### config.mk
export PLATFORM = sky130hd
export DESIGN_NAME = uart_tx_serializer
export DESIGN_NICKNAME = d
export VERILOG_FILES = /design/src/rtl/uart_tx_serializer.sv
export SDC_FILE = /design/constraint.sdc
export NUM_CORES = 1
export LEC_CHECK = 0
export CAP_MARGIN = 20
export CORE_ASPECT_RATIO = 0.8
export CORE_MARGIN = 4
export CORE_UTILIZATION = 56
export DETAILED_ROUTE_END_ITERATION = 10
export PLACE_DENSITY = 0.85
export SYNTH_ARGS = -nofsm -noshare
export SYNTH_HDL_FRONTEND = slang
export SYNTH_SLANG_ARGS = --single-unit
export TNS_END_PERCENT = 10
### constraint.sdc
create_clock -name clock -period 2.65 [get_ports clock]
set_input_delay 0.53 -clock clock [delete_from_list [all_inputs] [get_ports clock]]
set_output_delay 0.53 -clock clock [all_outputs]
set_load 0.02 [all_outputs]
### src/rtl/uart_tx_serializer.sv
// ---------------------------------------------------------------------------
// uart_tx_serializer
//
// Purpose:
//   Serialises one parallel word per transfer into an asynchronous UART frame:
//   start bit (0), P_UART_DATA_WIDTH data bits LSB first, optional parity bit,
//   and P_UART_STOP_WIDTH stop bits (1). Every line bit lasts
//   BAUD_DIV = P_SYSTEM_CLK / P_UART_BUADRATE clocks. After reset release the
//   line is held idle for P_RST_CYCLE clocks before the first word is taken.
//
// Ports:
//   clock            in   system clock, rising edge
//   reset            in   asynchronous, active-high reset
//   i_user_tx_data   in   word to send (P_UART_DATA_WIDTH bits)
//   i_user_tx_valid  in   data-valid qualifier
//   o_user_tx_ready  out  high only in IDLE; transfer on valid && ready
//   o_uart_tx        out  serial line, idle high
//   o_tx_busy        out  frame in progress (START/DATA/PARITY/STOP)
// ---------------------------------------------------------------------------
module uart_tx_serializer #(
    parameter int P_SYSTEM_CLK      = 100_000_000,
    parameter int P_UART_BUADRATE   = 115200,
    parameter int P_UART_DATA_WIDTH = 8,
    parameter int P_UART_STOP_WIDTH = 1,
    parameter int P_UART_CHECK      = 0,
    parameter int P_RST_CYCLE       = 10
) (
    input  logic                         clock,
    input  logic                         reset,
    input  logic [P_UART_DATA_WIDTH-1:0] i_user_tx_data,
    input  logic                         i_user_tx_valid,
    output logic                         o_user_tx_ready,
    output logic                         o_uart_tx,
    output logic                         o_tx_busy
);

    localparam int BAUD_DIV = P_SYSTEM_CLK / P_UART_BUADRATE;

    // One counter serves both the bit-time and the post-reset hold, so it is
    // sized for whichever of the two is longer.
    localparam int CNT_MAX = (BAUD_DIV > P_RST_CYCLE) ? BAUD_DIV : P_RST_CYCLE;
    localparam int CNT_W   = (CNT_MAX > 1) ? $clog2(CNT_MAX) : 1;
    localparam int IDX_W   = 4;

    localparam logic [CNT_W-1:0] BAUD_LAST = CNT_W'(BAUD_DIV - 1);
    // A zero-length hold still spends one clock in RST_WAIT.
    localparam logic [CNT_W-1:0] RST_LAST  = CNT_W'((P_RST_CYCLE > 0) ? P_RST_CYCLE - 1 : 0);
    localparam logic [IDX_W-1:0] DATA_LAST = IDX_W'(P_UART_DATA_WIDTH - 1);
    localparam logic [IDX_W-1:0] STOP_LAST = IDX_W'(P_UART_STOP_WIDTH - 1);

    typedef enum logic [2:0] {
        ST_RST_WAIT,
        ST_IDLE,
        ST_START,
        ST_DATA,
        ST_PARITY,
        ST_STOP
    } state_t;

    state_t                       state_q, state_d;
    logic [CNT_W-1:0]             cnt_q, cnt_d;
    logic [IDX_W-1:0]             idx_q, idx_d;
    logic [P_UART_DATA_WIDTH-1:0] shift_q;
    logic                         parity_q;
    logic                         bit_done;
    logic                         load;

    // Odd parity makes the total count of ones (data + parity) odd.
    function automatic logic calc_parity(input logic [P_UART_DATA_WIDTH-1:0] data);
        if (P_UART_CHECK == 1) begin
            return ~^data;
        end
        return ^data;
    endfunction

    assign bit_done = (cnt_q == BAUD_LAST);
    assign load     = (state_q == ST_IDLE) && i_user_tx_valid;

    // Control state: asynchronously reset so the line goes idle at once.
    always_ff @(posedge clock or posedge reset) begin
        if (reset) begin
            state_q <= ST_RST_WAIT;
            cnt_q   <= '0;
            idx_q   <= '0;
        end else begin
            state_q <= state_d;
            cnt_q   <= cnt_d;
            idx_q   <= idx_d;
        end
    end

    // Word is captured at transfer so later input changes cannot disturb the
    // frame; the shift register drops one bit at the end of each data bit.
    always_ff @(posedge clock) begin
        if (load) begin
            shift_q  <= i_user_tx_data;
            parity_q <= calc_parity(i_user_tx_data);
        end else if ((state_q == ST_DATA) && bit_done) begin
            shift_q  <= shift_q >> 1;
        end
    end

    // Next-state logic; both counters restart on every state change.
    always_comb begin
        state_d = state_q;
        cnt_d   = cnt_q + 1'b1;
        idx_d   = idx_q;
        unique case (state_q)
            ST_RST_WAIT: begin
                if (cnt_q == RST_LAST) begin
                    state_d = ST_IDLE;
                    cnt_d   = '0;
                end
            end
            ST_IDLE: begin
                cnt_d = '0;
                idx_d = '0;
                if (i_user_tx_valid) begin
                    state_d = ST_START;
                end
            end
            ST_START: begin
                if (bit_done) begin
                    state_d = ST_DATA;
                    cnt_d   = '0;
                end
            end
            ST_DATA: begin
                if (bit_done) begin
                    cnt_d = '0;
                    if (idx_q == DATA_LAST) begin
                        state_d = (P_UART_CHECK != 0) ? ST_PARITY : ST_STOP;
                        idx_d   = '0;
                    end else begin
                        idx_d = idx_q + 1'b1;
                    end
                end
            end
            ST_PARITY: begin
                if (bit_done) begin
                    state_d = ST_STOP;
                    cnt_d   = '0;
                end
            end
            ST_STOP: begin
                if (bit_done) begin
                    cnt_d = '0;
                    if (idx_q == STOP_LAST) begin
                        state_d = ST_IDLE;
                        idx_d   = '0;
                    end else begin
                        idx_d = idx_q + 1'b1;
                    end
                end
            end
            default: begin
                state_d = ST_RST_WAIT;
                cnt_d   = '0;
                idx_d   = '0;
            end
        endcase
    end

    // Outputs decode registered state only, so reset forces them immediately.
    always_comb begin
        o_uart_tx = 1'b1;
        unique case (state_q)
            ST_START:  o_uart_tx = 1'b0;
            ST_DATA:   o_uart_tx = shift_q[0];
            ST_PARITY: o_uart_tx = parity_q;
            default:   o_uart_tx = 1'b1;
        endcase
    end

    assign o_user_tx_ready = (state_q == ST_IDLE);
    assign o_tx_busy       = (state_q != ST_IDLE) && (state_q != ST_RST_WAIT);

endmodule
# Word level (Yosys, flattened, before mapping)
# Cells that the tools add are included.
# Widths: inputs -> output; s select.
totals:
  ff_bits: 26
  wordCells: 57
  in_bits: 11
  out_inout_bits: 3
op_classes:
  bitwise_logic: 1
  muxes: 20
  reduce_logical: 12
  addsub: 2
  n_eq_ne: 17
op_table:
  columns: ["op", "count"]
  rows:
  - ["$mux 3", 8]
  - ["$mux 10", 2]
  - ["$pmux 10 s2", 1]
  - ["$pmux 3 s6", 1]
  - ["$mux 4", 4]
  - ["$mux 8", 2]
  - ["$ne 2x2->1 const B", 7]
  - ["$pmux 4 s3", 1]
  - ["$add 10x1->10 const B", 1]
  - ["$eq 10x10->1 const B", 1]
  - ["$eq 10x4->1 const B", 1]
  - ["$reduce_and 8->1", 1]
  - ["$reduce_xor 8->1", 1]
  - ["$eq 3x2->1 const B", 2]
  - ["$eq 3x3->1 const B", 2]
  - ["$add 4x1->4 const B", 1]
  - ["$eq 4x3->1 const B", 1]
  - ["$logic_not 4->1", 1]
  - ["$reduce_or 4->1", 1]
  - ["$eq 3x1->1 const B", 1]
  - ["$logic_and 1x1->1", 3]
  - ["$logic_not 3->1", 1]
  - ["$ne 3x1->1 const B", 1]
  - ["$pmux 1 s3", 1]
  - ["other kinds (6)", 6]

# Longest topological paths before layout
depth:
  word_depth: 4
  depth_mapped: 6
  depth_no_buf: 6

# Worst setup path after synthesis
# Ideal clock, no wire load.
synth_timing:
  kind: "register to register"
  start: "register cnt_q[0]"
  end: "register shift_q[0] (enable)"
  required_ns: 2.275
  setup_ns: 0.375
  path_stages_with_launch: 6
  path_slack_ns: 0.709
  arrival_ns: 1.565
  synth_period_minus_slack_ns: 1.941
  path_cell_list: "dfrtp_1 > ha_1 > and4b_1 > and2_1 > nand3_1 > a21oi_1"
synth_between:
  elab_chain_cells: 3
synth_lines:
  columns: ["element", "line", "text"]
  rows:
  - ["from (decl)", "61", "logic [CNT_W-1:0] cnt_q, cnt_d;"]
  - ["from (signal assigned)", "87", "cnt_q <= cnt_d;"]
  - ["$eq 10x10->1", "76", "assign bit_done = (cnt_q == BAUD_LAST);"]
  - ["$logic_and 1x1->1", "98", "end else if ((state_q == ST_DATA) && bit_done) begin"]
  - ["$reduce_bool 2->1 (no line)", null, null]
  - ["to (signal assigned)", "96", "shift_q <= i_user_tx_data;"]
  - ["to (signal assigned)", "99", "shift_q <= shift_q >> 1;"]
  - ["to (decl)", "63", "logic [P_UART_DATA_WIDTH-1:0] shift_q;"]
# No other way between the ends.
# A chain may end at the register's enable or synchronous reset.

# Final worst setup path
layout_timing:
  start: "register state_q[0]"
  end: "output o_user_tx_ready"
layout_between:
  elab_chain_cells: 1
layout_lines:
  columns: ["element", "line", "text"]
  rows:
  - ["from (decl)", "60", "state_t state_q, state_d;"]
  - ["from (signal assigned)", "86", "state_q <= state_d;"]
  - ["$eq 3x1->1", "175", "assign o_user_tx_ready = (state_q == ST_IDLE);"]
  - ["to (decl)", "32", "output logic o_user_tx_ready,"]
# No other way between the ends.

==> metrics.yaml <==
finalWorstSetupSlack_ps: 262
syn_nets: 148
drt_iter0_markers: 83
ys_seq_area_frac: 0.464
crit_chain: "nor3b_2 -> clkdlybuf4s50_1"
power_leakage_nw: 0.649
htreeDepth: 1
root_buffer: "clkbuf_4"
rsz0062_at_grt: "false"
setup_viol: 0
fmax_ghz: 0.419
yosysMostFrequentCell: "dfrtp_1"
cts_setup_buffers: 0
ys_types: 42
pre_cts_ws_ps: 612
gr-total-overflow: 0
worst_setup_path_start_kind: "flip-flop"
fin_setup_tns_ps: 0
multi_input_area_um2: 777
final_max_slew_viol_count: 0
cts_tree: "yes"
ys_ff_latch: 26
grt_pass1_vias: 1055
dieArea_mm2: 0.00357
synth_largest_area_cell: "dfrtp_1"
antenna_found_initial: 0
drt_pass1_iterations: 4
routed_wl_mm: 2.85
fillers: 197
io_pins: 14
yosys-top-cells-area: "dfrtp_1 28%, edfxtp_1 18%, xnor2_1 7.6%"
rr_worst_depth: 6
cts_resized: 0
synth_area_per_cell_um2: 11.3
synth.cell_area_mm2: 0.00150
clk_latency_ps: 320
regArea_um2: 696
numPortBuffers: 13
status: "finished, final reports clean"
period_needed_ps: 2390
hold_depth: 1
avgViaCountPerCell: 5.65
vias: 1051
end_kind: "output port"
yosys_warnings: 0
vdd_ir_drop_max_mv: 0.396
slowest_delay_ps: 640
skew_ps: 12.0
drc: 0
numCtsBuffers: 3
synthesis.instances: 133
power.total_uw: 639
clk_path_buf_depth: 2
hold_class: "flip-flop to flip-flop"
synth-edff-count: 9
worstPathMaxFanout: 11
yosys.area.top_type_share: 0.284
slew_headroom: 0.555
synthFlopType: "dfrtp_1"
post_drt_wl_per_cell_um: 15.3
powerDensity_mw_per_mm2: 376
cts_sinks: 26
critPathKind: "flip-flop to output port"
drive_gt1_frac: 0.100
grt_max_degree: 18
dieWidth_um: 65.8
hold_viol: 0
worstMarginPinSlew_ps: 667
cp_data_required_time_ps: 2120
num-nets-final: 166
diodes: 0
area_growth_pct: 13.4
start_util: 0.599
track_usage: 0.182
synthArstFlopShare: 0.654
worst_path_max_delay_cell: "clkdlybuf4s50_1"
cp.arrival_ps: 1860
hold_buffers: 0
die_h_um: 54.3
clkTransAtPathRegs_ps: 130
gp_congestion: 0.832
max-cap-violations: 0
ant_nets: 0
hpwl_mm: 2.16
yosys-top-cells-count: "17 x dfrtp_1, 14 x nor2_1, 13 x xnor2_1, 9 x edfxtp_1"
coreArea_mm2: 0.00250
grt_pass1_wl_mm: 4.75
period_share: 0.901
rows: 16
==> cells by family after synthesis <==
family                     Yosys count  share of synthesized area
AOI/OAI and AO/OA                   18                      0.101
xor gates and xnor gates            15                     0.0876
adders and majority gates            4                     0.0334
buffers and inverters                6                     0.0175
DFF                                 26                      0.464
muxes                                7                     0.0526
and+or+nand+nor                     57                      0.244
==> worst paths after layout <==
check / start / end / slack (ps)
worst max-delay path: state_q[0] / o_user_tx_ready / 260
worst min-delay path: shift_q[5] / shift_q[4] / 540
worst max register to register: cnt_q[0] / shift_q[4] / 800
worst min register to register: shift_q[5] / shift_q[4] / 540
max in group asynchronous: reset / cnt_q[2] / 1630
min in group asynchronous: reset / cnt_q[6] / 580
==> through the flow <==
step | hold WS (ps) | cells | area (um^2) | util
after floorplan | 456 | 133 | 1500 | -
after global placement | 500 | 182 | 1670 | 0.669
after detailed placement | 515 | 182 | 1670 | 0.669
after CTS | 547 | 186 | 1700 | 0.680
after global routing | 564 | 186 | 1700 | 0.680
final | 541 | 186 | 1700 | 0.680
==> layout make-up <==
class / instances / area share
clock buffer: 4 / 0.0155
tap: 36 / 0.0265
sequential: 26 / 0.409
timing repair buffer: 14 / 0.0809
multi-input combinational: 101 / 0.457
inverter: 5 / 0.0110
==> where the power goes <==
part           switching (mW)  internal [mW]  leakage (nW)
logic                  0.0229         0.0282         0.339
registers             0.00273          0.416         0.295
clock network           0.110         0.0590        0.0150
total                   0.136          0.503         0.649
==> routing by layer <==
metal | track usage | routed length, um
met5 | 0 | 0
met4 | 0.0793 | 64
met3 | 0.0452 | 116
met2 | 0.314 | 1420
met1 | 0.220 | 1250
==> state kept, by name, indices dropped and copies added, names as in the netlist <==
| signal | flops |
|---|---|
| parity_q | 1 |
| cnt_q | 10 |
| shift_q | 8 |
| state_q | 3 |
| idx_q | 4 |
==> worst max-delay path: cells and delay by family, from the launching register on <==
family	cells	cell delay [ps]
buffers and inverters	1	640
and+or+nand+nor	1	290
DFF	1	600
==> placed cells by master, fill, tap and decap left out, types with 2 or more instances in the layout <==
| cell | netlist | layout |
|---|---|---|
| ha_1 | 4 | 4 |
| nand3_1 | 7 | 7 |
| inv_1 | 5 | 5 |
| xor2_1 | 2 | 2 |
| edfxtp_1 | 9 | 9 |
| clkbuf_4 | 0 | 3 |
| nand2_1 | 7 | 7 |
| mux2_1 | 7 | 7 |
| nor2b_1 | 2 | 2 |
| xnor2_1 | 13 | 13 |
| a21oi_1 | 4 | 4 |
| a2111oi_2 | 2 | 2 |
| dfrtp_1 | 17 | 17 |
| nand2b_1 | 3 | 3 |
| and4b_1 | 2 | 2 |
| clkdlybuf4s50_1 | 0 | 13 |
| and2_1 | 6 | 6 |
| o31ai_1 | 3 | 3 |
| nor3_1 | 2 | 2 |
| nor2_1 | 14 | 14 |
Power figures use the tool's default switching activity.
